==> src/rtl/johnson_pkg.sv <==
// Shared definitions for Johnson-counter producers and consumers:
// lock-state encoding, phase count, successor and decode helpers.
package johnson_pkg;

    localparam int unsigned JPHASES = 8;
    localparam int unsigned JCODE_W = 4;
    localparam int unsigned JIDX_W  = 3;

    typedef enum logic [1:0] {
        UNLOCKED = 2'd0,
        LOCKING  = 2'd1,
        LOCKED   = 2'd2
    } lock_state_t;

    typedef struct packed {
        logic              legal;
        logic [JIDX_W-1:0] idx;
    } jdecode_t;

    // Next code in the legal 8-state Johnson sequence.
    function automatic logic [JCODE_W-1:0] johnson_next(input logic [JCODE_W-1:0] code);
        return {code[2:0], ~code[3]};
    endfunction

    // Map a code to its phase index; legal=0 for the 8 unreachable codes.
    function automatic jdecode_t johnson_decode(input logic [JCODE_W-1:0] code);
        jdecode_t d;
        d.legal = 1'b1;
        d.idx   = '0;
        case (code)
            4'b0000: d.idx = 3'd0;
            4'b0001: d.idx = 3'd1;
            4'b0011: d.idx = 3'd2;
            4'b0111: d.idx = 3'd3;
            4'b1111: d.idx = 3'd4;
            4'b1110: d.idx = 3'd5;
            4'b1100: d.idx = 3'd6;
            4'b1000: d.idx = 3'd7;
            default: d.legal = 1'b0;
        endcase
        return d;
    endfunction

endpackage

==> src/rtl/johnson_phase_decoder_if.sv <==
// Bundles the phase decoder's sample inputs and decoded outputs.
//   master: drives en/q_in/err_clr, observes decoded phase and status.
//   slave : the decoder itself.
interface johnson_phase_decoder_if
    import johnson_pkg::*;
#(
    parameter int unsigned ERR_CNT_W = 8
);
    logic                 en;
    logic [JCODE_W-1:0]   q_in;
    logic                 err_clr;
    logic [JPHASES-1:0]   phase_onehot;
    logic [JIDX_W-1:0]    phase_idx;
    logic                 valid;
    logic                 locked;
    logic                 illegal_code;
    logic                 seq_err;
    logic [ERR_CNT_W-1:0] err_count;

    modport master (
        output en, q_in, err_clr,
        input  phase_onehot, phase_idx, valid, locked, illegal_code, seq_err, err_count
    );

    modport slave (
        input  en, q_in, err_clr,
        output phase_onehot, phase_idx, valid, locked, illegal_code, seq_err, err_count
    );
endinterface

==> src/rtl/johnson_lock_fsm.sv <==
// Lock tracker for the decoded Johnson stream.
// Ports:
//   clk, rst_n   clock, async active-low reset
//   legal_stb    a legal code was decoded this cycle
//   illegal_stb  an illegal code was decoded this cycle
//   succ/rpt/jump transition class of the legal code vs. previous legal code
//   state        current lock state
//   locked       registered (state == LOCKED)
//   seq_err      registered pulse on a JUMP while LOCKED
module johnson_lock_fsm
    import johnson_pkg::*;
#(
    parameter int unsigned LOCK_COUNT = 3
) (
    input  logic        clk,
    input  logic        rst_n,
    input  logic        legal_stb,
    input  logic        illegal_stb,
    input  logic        succ,
    input  logic        rpt,
    input  logic        jump,
    output lock_state_t state,
    output logic        locked,
    output logic        seq_err
);

    localparam int unsigned RUN_W = $clog2(LOCK_COUNT + 1);

    lock_state_t      state_q, state_d;
    logic [RUN_W-1:0] run_q, run_d;
    logic [RUN_W:0]   run_inc_c;
    logic             seq_err_d;

    // Next-state logic; run counts consecutive successors while LOCKING.
    always_comb begin
        state_d   = state_q;
        run_d     = run_q;
        seq_err_d = 1'b0;
        run_inc_c = {1'b0, run_q} + (RUN_W + 1)'(1);
        case (state_q)
            UNLOCKED: begin
                if (legal_stb) begin
                    state_d = LOCKING;
                    run_d   = '0;
                end
            end
            LOCKING: begin
                if (illegal_stb) begin
                    state_d = UNLOCKED;
                    run_d   = '0;
                end else if (succ) begin
                    if (run_inc_c == (RUN_W + 1)'(LOCK_COUNT)) begin
                        state_d = LOCKED;
                        run_d   = '0;
                    end else begin
                        run_d = run_inc_c[RUN_W-1:0];
                    end
                end else if (rpt) begin
                    run_d = run_q;
                end else if (jump) begin
                    run_d = '0;
                end
            end
            LOCKED: begin
                if (illegal_stb) begin
                    state_d = UNLOCKED;
                end else if (jump) begin
                    seq_err_d = 1'b1;
                    state_d   = LOCKING;
                    run_d     = '0;
                end
            end
            default: begin
                state_d = UNLOCKED;
                run_d   = '0;
            end
        endcase
    end

    // State register with registered status outputs.
    always_ff @(posedge clk or negedge rst_n) begin
        if (!rst_n) begin
            state_q <= UNLOCKED;
            run_q   <= '0;
            locked  <= 1'b0;
            seq_err <= 1'b0;
        end else begin
            state_q <= state_d;
            run_q   <= run_d;
            locked  <= (state_d == LOCKED);
            seq_err <= seq_err_d;
        end
    end

    assign state = state_q;

endmodule

==> src/rtl/johnson_phase_decoder.sv <==
// Registers a Johnson counter's output, decodes it to a one-hot phase and
// a phase index, validates codes/transitions, and tracks lock and errors.
// Ports:
//   clk, rst_n  clock, async active-low reset
//   bus (slave) en, q_in, err_clr in; phase_onehot, phase_idx, valid,
//               locked, illegal_code, seq_err, err_count out
module johnson_phase_decoder
    import johnson_pkg::*;
#(
    parameter int unsigned LOCK_COUNT = 3,
    parameter int unsigned ERR_CNT_W  = 8
) (
    input  logic                    clk,
    input  logic                    rst_n,
    johnson_phase_decoder_if.slave  bus
);

    localparam logic [ERR_CNT_W-1:0] ERR_MAX = {ERR_CNT_W{1'b1}};

    logic [JCODE_W-1:0]   q_s;
    logic                 s_vld;
    logic [JCODE_W-1:0]   prev_q;
    logic [JPHASES-1:0]   onehot_q;
    logic [JIDX_W-1:0]    idx_q;
    logic                 valid_q;
    logic                 illegal_q;
    logic [ERR_CNT_W-1:0] err_q;

    jdecode_t             dec_c;
    logic                 legal_stb_c;
    logic                 illegal_stb_c;
    logic                 succ_c;
    logic                 rpt_c;
    logic                 jump_c;
    logic                 err_evt_c;

    lock_state_t          fsm_state;
    logic                 fsm_locked;
    logic                 fsm_seq_err;

    // Stage 1: capture the counter code.
    always_ff @(posedge clk or negedge rst_n) begin
        if (!rst_n) begin
            q_s   <= '0;
            s_vld <= 1'b0;
        end else begin
            s_vld <= bus.en;
            if (bus.en) begin
                q_s <= bus.q_in;
            end
        end
    end

    // Decode and classify against the last legal code.
    always_comb begin
        dec_c         = johnson_decode(q_s);
        legal_stb_c   = s_vld & dec_c.legal;
        illegal_stb_c = s_vld & ~dec_c.legal;
        succ_c        = legal_stb_c & (q_s == johnson_next(prev_q));
        rpt_c         = legal_stb_c & (q_s == prev_q);
        jump_c        = legal_stb_c & ~succ_c & ~rpt_c;
        // Same condition the FSM uses to raise seq_err.
        err_evt_c     = illegal_stb_c | (jump_c & (fsm_state == LOCKED));
    end

    // Stage 2: registered phase outputs, previous-code memory, error count.
    always_ff @(posedge clk or negedge rst_n) begin
        if (!rst_n) begin
            prev_q    <= '0;
            onehot_q  <= '0;
            idx_q     <= '0;
            valid_q   <= 1'b0;
            illegal_q <= 1'b0;
            err_q     <= '0;
        end else begin
            valid_q   <= legal_stb_c;
            illegal_q <= illegal_stb_c;
            if (legal_stb_c) begin
                prev_q   <= q_s;
                idx_q    <= dec_c.idx;
                onehot_q <= JPHASES'(1) << dec_c.idx;
            end else if (illegal_stb_c) begin
                onehot_q <= '0;
            end
            if (bus.err_clr) begin
                err_q <= '0;
            end else if (err_evt_c && (err_q != ERR_MAX)) begin
                err_q <= err_q + ERR_CNT_W'(1);
            end
        end
    end

    johnson_lock_fsm #(
        .LOCK_COUNT (LOCK_COUNT)
    ) u_lock_fsm (
        .clk         (clk),
        .rst_n       (rst_n),
        .legal_stb   (legal_stb_c),
        .illegal_stb (illegal_stb_c),
        .succ        (succ_c),
        .rpt         (rpt_c),
        .jump        (jump_c),
        .state       (fsm_state),
        .locked      (fsm_locked),
        .seq_err     (fsm_seq_err)
    );

    assign bus.phase_onehot = onehot_q;
    assign bus.phase_idx    = idx_q;
    assign bus.valid        = valid_q;
    assign bus.locked       = fsm_locked;
    assign bus.illegal_code = illegal_q;
    assign bus.seq_err      = fsm_seq_err;
    assign bus.err_count    = err_q;

endmodule

==> src/flat_wrapper.sv <==
// flat-port wrapper written by rule: the top's interface ports become plain ports
module johnson_phase_decoder_flat import johnson_pkg::*;
#(
    parameter int unsigned LOCK_COUNT = 3,
    parameter int unsigned ERR_CNT_W  = 8
)
  (clk, rst_n, bus_en, bus_q_in, bus_err_clr, bus_phase_onehot, bus_phase_idx, bus_valid, bus_locked, bus_illegal_code, bus_seq_err, bus_err_count);
  johnson_phase_decoder_if #(.ERR_CNT_W(ERR_CNT_W)) bus_i ();
  input  logic clk;
  input  logic rst_n;
  input wire logic [$bits(bus_i.en)-1:0] bus_en;
  input wire logic [$bits(bus_i.q_in)-1:0] bus_q_in;
  input wire logic [$bits(bus_i.err_clr)-1:0] bus_err_clr;
  output wire logic [$bits(bus_i.phase_onehot)-1:0] bus_phase_onehot;
  output wire logic [$bits(bus_i.phase_idx)-1:0] bus_phase_idx;
  output wire logic [$bits(bus_i.valid)-1:0] bus_valid;
  output wire logic [$bits(bus_i.locked)-1:0] bus_locked;
  output wire logic [$bits(bus_i.illegal_code)-1:0] bus_illegal_code;
  output wire logic [$bits(bus_i.seq_err)-1:0] bus_seq_err;
  output wire logic [$bits(bus_i.err_count)-1:0] bus_err_count;
  assign bus_i.en = bus_en;
  assign bus_i.q_in = bus_q_in;
  assign bus_i.err_clr = bus_err_clr;
  assign bus_phase_onehot = bus_i.phase_onehot;
  assign bus_phase_idx = bus_i.phase_idx;
  assign bus_valid = bus_i.valid;
  assign bus_locked = bus_i.locked;
  assign bus_illegal_code = bus_i.illegal_code;
  assign bus_seq_err = bus_i.seq_err;
  assign bus_err_count = bus_i.err_count;
  johnson_phase_decoder #(.LOCK_COUNT(LOCK_COUNT), .ERR_CNT_W(ERR_CNT_W)) u_core (.clk(clk), .rst_n(rst_n), .bus(bus_i));
endmodule
==> config.mk <==
export PLATFORM = sky130hd
export DESIGN_NAME = johnson_phase_decoder_flat
export DESIGN_NICKNAME = d
export VERILOG_FILES = /design/src/rtl/johnson_pkg.sv /design/src/rtl/johnson_phase_decoder_if.sv /design/src/rtl/johnson_lock_fsm.sv /design/src/rtl/johnson_phase_decoder.sv /design/src/flat_wrapper.sv
export SDC_FILE = /design/constraint.sdc
export NUM_CORES = 1
export LEC_CHECK = 0
export CORE_ASPECT_RATIO = 0.9
export CORE_MARGIN = 2
export CORE_UTILIZATION = 48
export DETAILED_ROUTE_END_ITERATION = 16
export PLACE_DENSITY = 0.73
export SKIP_LAST_GASP = 1
export SLEW_MARGIN = 20
export SYNTH_ARGS = -nofsm -noshare
export SYNTH_HDL_FRONTEND = slang
export SYNTH_SLANG_ARGS = --single-unit
==> constraint.sdc <==
create_clock -name clk -period 1.8 [get_ports clk]
set_input_delay 0.36 -clock clk [delete_from_list [all_inputs] [get_ports clk]]
set_output_delay 0.36 -clock clk [all_outputs]
set_load 0.005 [all_outputs]
# Word level (Yosys, flattened, before mapping)
# Index checks and enable logic that the tools add are counted.
classes:
  addsub: 2
  shift: 1
  n_reduce_logical: 7
  eq_ne: 17
  mux: 24
  bitwise_logic: 12
ops:
  columns: ["operator", "n"]
  rows:
  - ["$mux 8", 4]
  - ["$mux 2", 13]
  - ["$pmux 3 s7", 1]
  - ["$eq 4x4->1 const B", 4]
  - ["$pmux 2 s3", 2]
  - ["$add 8x1->8 const B", 1]
  - ["$eq 4x4->1", 2]
  - ["$ne 8x8->1 const B", 1]
  - ["$reduce_or 8->1", 1]
  - ["$shl 1x3->8 const A", 1]
  - ["$and 1x1->1", 7]
  - ["$eq 2x2->1 const B", 2]
  - ["$eq 4x1->1 const B", 1]
  - ["$eq 4x2->1 const B", 1]
  - ["$eq 4x3->1 const B", 1]
  - ["$logic_not 4->1", 1]
  - ["$mux 1", 4]
  - ["$ne 4x2->1 const B", 1]
  - ["$not 1->1", 4]
  - ["$reduce_bool 2->1", 2]
  - ["$add 2x1->3 const B", 1]
  - ["$eq 3x2->1 const B", 1]
  - ["$reduce_and 3->1", 1]
  - ["$eq 2x1->1 const B", 1]
  - ["5 further kinds", 5]
word_totals:
  wordCells: 75
  reg_bits: 36
  output_inout_bits: 23
  in_bits: 8

# Depth between registers and ports, before layout
depth:
  ltp_word: 13
  mapped_depth: 8
  mapped_depth_nobuf: 7

# By module
# A second synthesis with hierarchy kept.
hier_totals:
  hier_cells: 197
  area_unflattened_um2: 1896.8
modules_own_cells:
  columns: ["module", "area_each_um2", "seq_area_each_um2", "n_inst", "cells_each"]
  rows:
  - ["johnson_phase_decoder", 1503.9, 750.7, 1, 154]
  - ["johnson_lock_fsm", 392.9, 150.1, 1, 43]

# Worst setup path after synthesis
# Ideal clock, no wire load.
synth_path:
  kind: "register to register"
  start: "register u_core.q_s[0]"
  end: "register u_core.err_q[6] (netlist: u_core.bus.err_count[6])"
  setup_ns: 0.077
  period_less_slack_ns: 1.851
  setup_slack_ns: -0.051
  path_buffers: 1
  arrival_ns: 1.773
  path_stages_with_launch: 8
  cell_sequence: "dfrtp_1 > buf_6 > nor2b_1 > nor3b_4 > o2111a_4 > nor2_2 > or4_1 > a21oi_1"
synth_between:
  elab_chain_cells: 12
  elab_cells_between_ends: 25
  classes_between: "eq/ne: 9; mux: 1; bitwise: 11; reduce/logical: 4"
synth_rtl:
  columns: ["item", "line", "source"]
  rows:
  - ["start: declaration", "johnson_phase_decoder.sv:20", "logic [JCODE_W-1:0] q_s;"]
  - ["start signal: assignment", "johnson_phase_decoder.sv:49", "q_s <= bus.q_in;"]
  - ["$eq 4x1->1, or another cell as far along", "johnson_pkg.sv:30", "case (code)"]
  - ["$reduce_or 8->1 (no line)", null, null]
  - ["$mux 1", "johnson_pkg.sv:30", null]
  - ["$and 1x1->1", "johnson_phase_decoder.sv:57", "legal_stb_c = s_vld & dec_c.legal;"]
  - ["$and 1x1->1", "johnson_phase_decoder.sv:59", "succ_c = legal_stb_c & (q_s == johnson_next(prev_q));"]
  - ["$not 1->1", "johnson_phase_decoder.sv:61", "jump_c = legal_stb_c & ~succ_c & ~rpt_c;"]
  - ["$and 1x1->1 (2 in a row)", "johnson_phase_decoder.sv:61", null]
  - ["$and 1x1->1", "johnson_phase_decoder.sv:63", "err_evt_c = illegal_stb_c | (jump_c & (fsm_state == LOCKED));"]
  - ["$or 1x1->1 *", "johnson_phase_decoder.sv:63", null]
  - ["$logic_and 1x1->1 *", "johnson_phase_decoder.sv:87", "end else if (err_evt_c && (err_q != ERR_MAX)) begin"]
  - ["$reduce_bool 2->1 (no line) *", null, null]
  - ["end signal: assignment", "johnson_phase_decoder.sv:88", "err_q <= err_q + ERR_CNT_W'(1);"]
  - ["end: declaration", "johnson_phase_decoder.sv:27", "logic [ERR_CNT_W-1:0] err_q;"]
# Mark *: on every way between the ends. The rest lies on a longest branch, timed or not.
# A chain may end at the register's enable or synchronous reset.

# Worst setup path after layout
layout_path:
  start: "register u_core.q_s[1]"
  end: "register u_core.err_q[6] (netlist: u_core.bus.err_count[6])"
# Same word-level chain as after synthesis.

==> results by group <==
GRT
  • First-pass GRT wire length: 7.44 mm
  • GRT Total Usage: 20.6%
  • Initial antenna violation count: 0
  • Vias in the first global route: 1635
  • Largest net degree at the start of global routing: 37
  • Total gr overflow: 0

Critical path
  • Data required time of the worst path: 2.01 ns
  • CP Max Fanout: 6
  • Arrival time worst endpoint: 2.12 ns
  • Worst Setup Start Kind: flip-flop
  • Worst setup EP type: flip-flop
  • CP Class: reg2reg

Place
  • Placed Cells: 310
  • GPL Wtd Cong: 0.846
  • Place WS: -0.138 ns
  • Detail Placement HPWL: 3.09 mm
  • Port buffer count: 30

Synth
  • Syn_area_per_cell: 9.92 µm²
  • Netlist Area Pre-Place: 2030 µm²
  • Commonest cells in the synthesized netlist: dfrtp_1, a21oi_1, nand2_1
  • Area contributors post-synth: dfrtp_1, xnor2_1, a21oi_1
  • Yosys reg bits: 36
  • Top-count cell post-synth: dfrtp_1
  • Syn nets: 218
  • Ys async rst share: 100%
  • Synth unique cells: 54
  • Sequential area share after synthesis: 44.3%
  • Synth Flop Type: dfrtp_1
  • Ys Warns: 0
  • Top-area cell type share of the netlist area: 44.3%
  • Yosys top cell by area: dfrtp_1
  • Cell count after synthesis: 205
  • Number of synthesized flops with an enable pin: 0

Timing
  • Final Hold Fails: 0
  • Slew @ Worst Pin: 0.456 ns
  • Max Clock Skew: 0.00605 ns
  • Post-route setup slack: -0.110 ns
  • Final cycle utilization of the critical path: 106%
  • Hold WS: 0.486 ns
  • Fin crit period: 1.91 ns
  • RSZ-0062 raised after global routing: yes
  • Max Fclk: 523 MHz
  • Relative slew slack: 69.3%
  • Final setup viols: 10
  • Max Slew Vio Count: 0
  • Final setup TNS: -0.575 ns

Finish
  • Filler instances: 309
  • Non-filler cells, final: 325
  • Fraction of layout cells with a size suffix above 1: 33.6%
  • Area Overhead vs Synth: 43.0%
  • Nets: 290
  • Ant diodes: 0

Power and ir drop
  • Reg power frac: 39.7%
  • PwrDens: 854 nW/µm²
  • Internal power: 1720 µW
  • Max IR drop VDD: 0.592 mV
  • Total power draw: 2480 µW
  • Switching Share: 30.7%
  • Comb pwr share: 35.3%
  • P_sw: 763 µW
  • Clk pwr share: 25.0%
  • Leakage: 0.00132 µW

Floorplan
  • I/O pin cnt: 31
  • Die width: 72.6 µm
  • Die ar.: 4770 µm²
  • Row cnt: 22
  • Die Ht: 65.7 µm
  • Initial Utilization: 49.9%
  • Core footprint: 4070 µm²

CTS
  • CTS Root Cell: clkbuf_8
  • Worst-path clk slew: 0.07 ns
  • Clk buf depth: 2
  • H-tree depth: 2
  • Clock Latency Late Sink: 0.29 ns
  • TritonCTS Buffers: 5
  • CTS tree: built
  • Sink Count: 36

Run status
  • Run status: finished, violations left
  • Failing checks: negative setup slack

Drt
  • Residual DRC: 0
  • Routed WL: 4.71 mm
  • Via-to-Cell Ratio: 5.44
  • Vias: 1768
  • Routed len/inst: 14.5 µm
  • Routed Antenna Nets: 0
  • First-pass detailed-route iteration total: 4
  • Initial DRC count: 117

Hold path
  • Worst Hold Class: in2async

Flow run
  • Max Cap Violations: 0
[stage by stage]
stage	cell area [µm²]	utilization, %
after floorplan	2060	-
after global placement	2630	64.6
after detailed placement	2630	64.6
after CTS	2790	68.6
after global routing	2910	71.4
final	2910	71.4
[area by class of cell]
cell class	instances	area [µm²]	share of cell area, %
Sequential cell	36	905	31.1
Tap cell	48	60.1	2.07
Inverter	14	52.6	1.81
Timing Repair Buffer	76	661	22.7
Multi-Input combinational cell	144	1130	39.0
Clock buffer	7	96.3	3.31
[layer usage]
metal,global-route usage (%),vias up,wire [µm]
met1,27.2,867,2230
met5,0,-,0
met2,32.7,32,2250
met4,9.03,0,93
met3,4.29,9,134
li1,-,860,-
[worst max-delay path, cell delays in order, from the launching register on]
cell and delay, ns:
dfrtp_2 0.46, buf_6 0.14, buf_6 0.11, xnor2_2 0.12
nand4_1 0.11, o2111a_4 0.30, nor2_4 0.05, or4_4 0.41
a21oi_2 0.14
[flip-flops by register name, summed over array words and instances, names as in the netlist]
register and flops:
u_core.bus.phase_onehot 8, u_core.s_vld 1, u_core.bus.illegal_code 1, u_core.u_lock_fsm.seq_err 1, u_core.u_lock_fsm.run_q 2, u_core.bus.phase_idx 3, u_core.q_s 4, u_core.bus.err_count 8
u_core.u_lock_fsm.locked 1, u_core.u_lock_fsm.state 2, u_core.bus.valid 1, u_core.prev_q 4
[power by group through the flow]
stage | sequential [µW] | clock, µW | combinational [µW]
2_1_floorplan | 981 | 0 | 481
3_3_place_gp | 991 | 0 | 781
3_5_place_dp | 995 | 0 | 793
4_1_cts | 980 | 633 | 835
5_1_grt | 1000 | 668 | 956
6_report | 987 | 620 | 876
[cell families (layout without fill, tap and decap cells)]
family	after synthesis	in the layout	share of synthesized area, %
AOI/OAI and AO/OA	50	50	17.4
xor gates and xnor gates	14	14	6.03
adders and majority gates	5	5	3.08
buffers and inverters	25	97	6.34
DFF	36	36	44.3
muxes	5	5	2.71
and+or+nand+nor	70	70	20.2
[worst paths after layout]
| check | start | to | slack (ns) | depth (start not counted) |
|---|---|---|---|---|
| max | u_core.q_s[1]$_DFFE_PN0P_ | u_core.bus.err_count[6]$_DFFE_PN0P_ | -0.11 | 8 |
| min | rst_n | u_core.bus.phase_onehot[5]$_DFFE_PN0P_ | 0.49 | 2 |
| max reg2reg | u_core.q_s[1]$_DFFE_PN0P_ | u_core.bus.err_count[6]$_DFFE_PN0P_ | -0.11 | 8 |
| min reg2reg | u_core.bus.phase_onehot[4]$_DFFE_PN0P_ | u_core.bus.phase_onehot[4]$_DFFE_PN0P_ | 0.52 | 2 |
| max in group asynchronous | rst_n | u_core.q_s[1]$_DFFE_PN0P_ | 0.98 | 2 |
| min in group clk | u_core.bus.phase_onehot[4]$_DFFE_PN0P_ | u_core.bus.phase_onehot[4]$_DFFE_PN0P_ | 0.52 | 2 |
[repair_timing]
| action | 4_1_cts | 5_1_grt |
|---|---|---|
| endpoints found under the hold margin | 0 | 0 |
| buffers inserted | 5 | 3 |
| hold buffers | 0 | 0 |
| pin swaps | 4 | 10 |
| gates cloned | 0 | 0 |
| endpoints found under the setup margin | 12 | 13 |
| gates resized for setup | 10 | 20 |
[cells in the final DEF (no fill, tap or decap), types with 2 or more instances in the layout]
master           synthesis  routed
nor2b_2                  0       2
a21oi_1                 14      11
o21ai_0                 13      10
a21o_1                   2       2
clkbuf_8                 0       7
clkdlybuf4s50_1          0      30
ha_1                     5       5
a21oi_2                  0       2
nor2_1                  10       9
and3_1                   2       2
o21a_1                   2       2
xor2_1                   4       4
a2111oi_2                2       2
dfrtp_2                  0       3
xnor2_1                 10       5
and2_1                   2       2
nand4b_1                 2       2
buf_4                    1      42
inv_1                   13      13
nor3b_4                  2       2
nand4_1                  6       6
mux2_2                   4       4
o21ai_1                  2       4
nor3_1                   6       5
buf_6                    4       4
nor2_4                   1       3
nand2_1                 14      14
nor2b_1                  6       3
nand3_1                  6       6
nand2b_1                 4       4
dfrtp_1                 36      33
xnor2_2                  0       5
(Power assumes the default switching activity.)
